## config.mk

```make
export PLATFORM = sky130hd
export DESIGN_NAME = moore_1010_frame_tx_flat
export DESIGN_NICKNAME = d
export VERILOG_FILES = /design/src/rtl/moore_1010_frame_tx_if.sv /design/src/rtl/moore_1010_frame_tx.sv /design/src/flat_wrapper.sv
export SDC_FILE = /design/constraint.sdc
export NUM_CORES = 1
export LEC_CHECK = 0
export ABC_AREA = 1
export BUFFER_PORTS_ARGS = -buffer_cell sky130_fd_sc_hd__buf_2
export CAP_MARGIN = 5
export CORE_ASPECT_RATIO = 0.7
export CORE_MARGIN = 4
export CORE_UTILIZATION = 51
export DETAILED_ROUTE_END_ITERATION = 6
export GPL_TIMING_DRIVEN = 0
export PLACE_DENSITY = 0.77
export SETUP_SLACK_MARGIN = 0.02
export SLEW_MARGIN = 15
export SYNTH_ARGS = -nofsm -noshare
export SYNTH_HDL_FRONTEND = slang
export SYNTH_SLANG_ARGS = --single-unit
export TNS_END_PERCENT = 20
```

## constraint.sdc

```tcl
create_clock -name clk -period 1.4 [get_ports clk]
set_clock_uncertainty 0.15 [all_clocks]
set_input_delay 0.14 -clock clk [delete_from_list [all_inputs] [get_ports clk]]
set_output_delay 0.14 -clock clk [all_outputs]
set_load 0.05 [all_outputs]
```

## src/rtl/moore_1010_frame_tx_if.sv

```systemverilog
// Producer-side handshake and serial-line bundle for the framed 1010 transmitter.
// The producer holds the master side; the transmitter holds the slave side.
interface moore_1010_frame_tx_if #(
    parameter int DATA_W = 8
);
    logic [DATA_W-1:0] data_in;
    logic              data_valid;
    logic              data_ready;
    logic              sout;
    logic              busy;
    logic              frame_done;

    modport master (
        output data_in,
        output data_valid,
        input  data_ready,
        input  sout,
        input  busy,
        input  frame_done
    );

    modport slave (
        input  data_in,
        input  data_valid,
        output data_ready,
        output sout,
        output busy,
        output frame_done
    );
endinterface

```

## src/rtl/moore_1010_frame_tx.sv

```systemverilog
// Framed serial transmitter: sync pattern, payload MSB-first, optional even parity,
// then an idle gap. All line outputs are registered (Moore).
module moore_1010_frame_tx #(
    parameter int                  DATA_W    = 8,
    parameter int                  SYNC_LEN  = 4,
    parameter logic [SYNC_LEN-1:0] SYNC_PAT  = 4'b1010,
    parameter bit                  PARITY_EN = 1'b1,
    parameter int                  GAP_CYC   = 2,
    parameter logic                IDLE_BIT  = 1'b0
) (
    input  logic                 clk,
    input  logic                 rst,
    moore_1010_frame_tx_if.slave bus
);
    localparam int FW   = SYNC_LEN + DATA_W;
    localparam int M1   = (SYNC_LEN > DATA_W) ? SYNC_LEN : DATA_W;
    localparam int CMAX = (M1 > GAP_CYC) ? M1 : GAP_CYC;
    localparam int CW   = $clog2(CMAX + 1);

    localparam logic [CW-1:0] C_SYNC_LAST = CW'(SYNC_LEN - 1);
    localparam logic [CW-1:0] C_DATA_LAST = CW'(DATA_W - 1);
    localparam logic [CW-1:0] C_DATA_PEN  =
        CW'((DATA_W >= 2) ? DATA_W - 2 : 0);
    localparam logic [CW-1:0] C_GAP_LAST  =
        CW'((GAP_CYC >= 1) ? GAP_CYC - 1 : 0);

    typedef enum logic [2:0] {
        S_IDLE,
        S_SYNC,
        S_DATA,
        S_PAR,
        S_GAP
    } state_t;

    state_t          r_state;
    logic [CW-1:0]   r_cnt;
    logic [FW-1:0]   r_shift;
    logic            r_par;
    logic            r_sout;
    logic            r_busy;
    logic            r_done;

    logic            w_ready;
    logic            w_accept;
    logic            w_frame_end;
    logic [FW-1:0]   w_load;

    // Without a gap the next word may be taken on the last-bit cycle.
    assign w_ready = (r_state == S_IDLE) ||
                     ((GAP_CYC == 0) && r_done);
    assign w_accept = bus.data_valid && w_ready;
    assign w_load = {SYNC_PAT, bus.data_in};
    assign w_frame_end = (r_state == S_PAR) ||
                         ((r_state == S_DATA) &&
                          (r_cnt == C_DATA_LAST) && !PARITY_EN);

    always_ff @(posedge clk or posedge rst) begin
        if (rst) begin
            r_state <= S_IDLE;
            r_cnt   <= '0;
            r_shift <= '0;
            r_par   <= 1'b0;
            r_sout  <= IDLE_BIT;
            r_busy  <= 1'b0;
            r_done  <= 1'b0;
        end else if (w_accept) begin
            // Sync and payload share one shift register.
            r_state <= S_SYNC;
            r_cnt   <= '0;
            r_shift <= {w_load[FW-2:0], 1'b0};
            r_par   <= ^bus.data_in;
            r_sout  <= w_load[FW-1];
            r_busy  <= 1'b1;
            r_done  <= 1'b0;
        end else if (w_frame_end) begin
            r_cnt  <= '0;
            r_sout <= IDLE_BIT;
            r_done <= 1'b0;
            if (GAP_CYC > 0) begin
                r_state <= S_GAP;
                r_busy  <= 1'b1;
            end else begin
                r_state <= S_IDLE;
                r_busy  <= 1'b0;
            end
        end else begin
            unique case (r_state)
                S_IDLE: begin
                    r_sout <= IDLE_BIT;
                end
                S_SYNC: begin
                    r_sout  <= r_shift[FW-1];
                    r_shift <= {r_shift[FW-2:0], 1'b0};
                    if (r_cnt == C_SYNC_LAST) begin
                        r_state <= S_DATA;
                        r_cnt   <= '0;
                        r_done  <= !PARITY_EN && (DATA_W == 1);
                    end else begin
                        r_cnt <= r_cnt + 1'b1;
                    end
                end
                S_DATA: begin
                    if (r_cnt == C_DATA_LAST) begin
                        r_state <= S_PAR;
                        r_cnt   <= '0;
                        r_sout  <= r_par;
                        r_done  <= 1'b1;
                    end else begin
                        r_sout  <= r_shift[FW-1];
                        r_shift <= {r_shift[FW-2:0], 1'b0};
                        r_cnt   <= r_cnt + 1'b1;
                        r_done  <= !PARITY_EN &&
                                   (r_cnt == C_DATA_PEN);
                    end
                end
                S_GAP: begin
                    r_sout <= IDLE_BIT;
                    if (r_cnt == C_GAP_LAST) begin
                        r_state <= S_IDLE;
                        r_cnt   <= '0;
                        r_busy  <= 1'b0;
                    end else begin
                        r_cnt <= r_cnt + 1'b1;
                    end
                end
                default: begin
                    r_state <= S_IDLE;
                    r_sout  <= IDLE_BIT;
                    r_busy  <= 1'b0;
                    r_done  <= 1'b0;
                end
            endcase
        end
    end

    assign bus.data_ready = w_ready;
    assign bus.sout       = r_sout;
    assign bus.busy       = r_busy;
    assign bus.frame_done = r_done;
endmodule

```

## src/flat_wrapper.sv

```systemverilog
// flat-port wrapper written by rule: the top's interface ports become plain ports
module moore_1010_frame_tx_flat 
#(
    parameter int                  DATA_W    = 8,
    parameter int                  SYNC_LEN  = 4,
    parameter logic [SYNC_LEN-1:0] SYNC_PAT  = 4'b1010,
    parameter bit                  PARITY_EN = 1'b1,
    parameter int                  GAP_CYC   = 2,
    parameter logic                IDLE_BIT  = 1'b0
)
  (clk, rst, bus_data_in, bus_data_valid, bus_data_ready, bus_sout, bus_busy, bus_frame_done);
  moore_1010_frame_tx_if #(.DATA_W(DATA_W)) bus_i ();
  input  logic clk;
  input  logic rst;
  input wire logic [$bits(bus_i.data_in)-1:0] bus_data_in;
  input wire logic [$bits(bus_i.data_valid)-1:0] bus_data_valid;
  output wire logic [$bits(bus_i.data_ready)-1:0] bus_data_ready;
  output wire logic [$bits(bus_i.sout)-1:0] bus_sout;
  output wire logic [$bits(bus_i.busy)-1:0] bus_busy;
  output wire logic [$bits(bus_i.frame_done)-1:0] bus_frame_done;
  assign bus_i.data_in = bus_data_in;
  assign bus_i.data_valid = bus_data_valid;
  assign bus_data_ready = bus_i.data_ready;
  assign bus_sout = bus_i.sout;
  assign bus_busy = bus_i.busy;
  assign bus_frame_done = bus_i.frame_done;
  moore_1010_frame_tx #(.DATA_W(DATA_W), .SYNC_LEN(SYNC_LEN), .SYNC_PAT(SYNC_PAT), .PARITY_EN(PARITY_EN), .GAP_CYC(GAP_CYC), .IDLE_BIT(IDLE_BIT)) u_core (.clk(clk), .rst(rst), .bus(bus_i));
endmodule
```

==> key figures <==
STA
  – Number of slew-limit violations in the final report: 0
  – RSZ-0062 raised after global routing: true
  – Slew @ Worst Pin: 0.479 ns
  – Rel. slew slack: 68.0%
  – Setup TNS: -1.90 ns
  – Hold Vio Cnt, Final: 0
  – Final Cycle Share: 109%
  – Final setup margin: -0.127 ns
  – Min Clock Period, post-route: 1.53 ns
  – Fmax: 655 MHz
  – WHS: 0.122 ns
  – Final setup vio count: 19

Global route
  – Met2 usage: 26.1%
  – GR peak layer: met2
  – GRT met3 Usage: 5.37%
  – Largest net degree at the start of global routing: 23
  – Total track usage: 16.8%
  – Initial antenna violation count: 0
  – Global-route wire length before repair: 4490 microns
  – Vias in the first global route: 1,032
  – Met1 GRT Util: 23.9%
  – Grt total ovfl: 0

Placed design
  – Cell total after placement: 218
  – Worst Setup Slack post-DPL: -0.156 ns
  – Placer Congestion: 0.857
  – HPWL Detailed: 1900 microns
  – IO buf count: 14
  – Post-DP Area: 1460 sq um

Worst setup path
  – R2R depth: 6
  – CP endpoint kind: flop
  – CP Class: flop to flop
  – Worst path required time: 1.40 ns
  – CP max FO: 10
  – Worst EP arrival: 1.53 ns
  – Cells along the critical path: ha_4 > nand3_4 > nor2_4 > a31oi_4 > buf_6 > o21ai_1
  – Crit start category: flop
  – CP max stage cell: dfrtp_2
  – Critical Path Max Stage Delay: 0.45 ns

Cells and area
  – Final core utilization: 67.8%
  – Fill count: 196
  – Fin nets: 208
  – Share of cells above drive strength 1: 30.4%
  – Finished Layout Cells: 228
  – Synth-to-Final Area Change: 26.4%
  – Design area: 1670 sq um
  – N_diodes: 0
  – Commonest non-fill, non-tap cell in the layout: nand2_1
  – Commonest non-fill, non-tap cells in the layout: nand2_1, inv_1, dfrtp_1, buf_2, o21ai_1

Hold path
  – Worst hold path cell count: 5
  – Worst min path class: primary input to flop

Floorplanning
  – DIE AREA: 3480 sq um
  – Core area: 2460 sq um
  – Die H: 50.6 microns
  – I/O pin cnt: 15
  – DIE WIDTH: 68.8 microns
  – Site row count: 15
  – Initial Util: 53.7%

Logic synthesis
  – Mapped Area: 1320 sq um
  – Ys Warns: 0
  – Sequential fraction of the synthesis area: 41.7%
  – Register bit count reported by yosys: 22
  – Mapped Cells: 170
  – Post-synth net total: 183
  – Avg Cell Area, Syn: 7.76 sq um
  – Library cells used by synthesis: 23

Clock tree
  – H-tree levels: 1
  – Root buffer cell: clkbuf_8
  – Worst-Skew Late Latency: 0.26 ns
  – CTS Sinks: 22
  – Clock transition at path regs: 0.07 ns
  – CTS Buf Count: 3
  – Max clock buf depth: 2
  – CTS tree: done

Status
  – Failing checks: negative setup slack
  – Status: complete, but fails checks

Pwr
  – Total power: 4.10 mW
  – Switching share of total power: 47.4%
  – VDD IR-drop max: 1.25 mV
  – Clk pwr share: 11.0%
  – Sw power: 1.94 mW
  – Comb power frac: 60.9%
  – Pint: 2.16 mW
  – Leak: 0.804 nW
  – PD cells: 2460 nW/um^2
  – Flop pwr share: 28.0%

Detailed routing
  – Routed len/inst: 12.2 microns
  – DRC: 0
  – Detailed Route WL: 2780 microns
  – Vias/cell: 5.00
  – Vias: 1,139
  – Final ANT Viol Nets: 0
  – Iter 0 DRT Violations: 76
  – DRT Pass-1 Iters: 4

Job
  – MaxCap Viol Count: 0
-- cell families after synthesis --
group,count (synthesis),share of synthesized area [%]
compound gates,31,14.9
buf+inv,29,9.95
xor+xnor,9,5.97
flops,22,41.7
fa+ha+maj,2,1.90
simple gates,77,25.6
-- layout make-up --
| cell class | instances | area (sq um) | share of cell area, % |
|---|---|---|---|
| well taps | 34 | 42.5 | 2.55 |
| multi-input cells | 119 | 734 | 44.0 |
| repair buffers | 20 | 134 | 8.03 |
| clock buffers | 4 | 55.1 | 3.30 |
| inverters | 26 | 109 | 6.53 |
| plain buffers | 3 | 37.5 | 2.25 |
| flip-flops and latches | 22 | 556 | 33.3 |
-- layer usage --
layer / share of wire [%] / vias to the layer above / wire length, microns
met5: 0 / - / 0
met4: 0.54 / 0 / 15
met3: 4.5 / 2 / 124
met2: 47 / 23 / 1300
met1: 48 / 530 / 1340
li1: - / 584 / -
-- worst max-delay path: cells and delay by family (launching register included) --
| kind | cells | cell delay [ns] |
|---|---|---|
| flip-flops | 1 | 0.45 |
| AO/OA/AOI/OAI | 2 | 0.29 |
| buffers and inverters | 1 | 0.19 |
| adder cells (fa/ha/maj) | 1 | 0.19 |
| AND/OR/NAND/NOR | 2 | 0.14 |
-- flip-flops by register name, summed over array words and instances (netlist names) --
name and flops:
u_core.r_cnt 4, u_core.bus.sout 1, u_core.bus.frame_done 1, u_core.r_state 3, u_core.r_par 1, u_core.r_shift 11, u_core.bus.busy 1
-- power groups by stage --
stage	sequential (mW)	clock, mW	combinational, mW
final	1.15	0.451	2.50
after global routing	1.18	0.489	2.78
after CTS	1.13	0.464	2.22
after detailed placement	1.13	0	2.07
after global placement	1.12	0	2.01
after floorplan	1.18	0	1.60
-- synthesized netlist by cell type --
cell / instances / area, sq um
o21ai_2: 2 / 17.5
xnor2_1: 4 / 35.0
o21a_1: 1 / 7.51
nand3_1: 14 / 70.1
ha_1: 2 / 25.0
nand2_1: 49 / 184
dfrtp_1: 22 / 551
a31oi_4: 1 / 21.3
nand3_4: 1 / 17.5
nand2_2: 1 / 6.26
a21oi_2: 1 / 8.76
a21oi_1: 4 / 20.0
o21ai_0: 17 / 85.1
inv_1: 24 / 90.1
nor2_1: 8 / 30.0
xor2_1: 5 / 43.8
inv_2: 2 / 7.51
o221ai_1: 1 / 8.76
o21bai_1: 3 / 22.5
buf_6: 3 / 33.8
nor2_2: 3 / 18.8
nor2_4: 1 / 11.3
o21ai_1: 1 / 5.00
-- path summary, 6_finish.rpt --
| kind | from | end | slack (ns) |
|---|---|---|---|
| max reg2reg | u_core.r_cnt[0]$_DFFE_PP0P_ | u_core.r_shift[6]$_DFFE_PP0P_ | -0.13 |
| max | u_core.r_cnt[0]$_DFFE_PP0P_ | u_core.r_shift[6]$_DFFE_PP0P_ | -0.13 |
| max in group asynchronous | rst | u_core.r_cnt[0]$_DFFE_PP0P_ | 0.51 |
| min | bus_data_in[6] | u_core.r_shift[7]$_DFFE_PP0P_ | 0.12 |
| min in group asynchronous | rst | u_core.bus.busy$_DFFE_PP0P_ | 0.29 |
| min reg2reg | u_core.bus.frame_done$_DFFE_PP0P_ | u_core.bus.frame_done$_DFFE_PP0P_ | 0.31 |
-- what timing repair did --
action                                  CTS  global route
hold buffers                              2             0
endpoints found under the setup margin   21            44
hold endpoints to repair                 23             0
pin swaps                                 2             6
cloned                                    0             1
setup buffers                             2             1
resized for setup                        15            21
(Power assumes the default switching activity.)
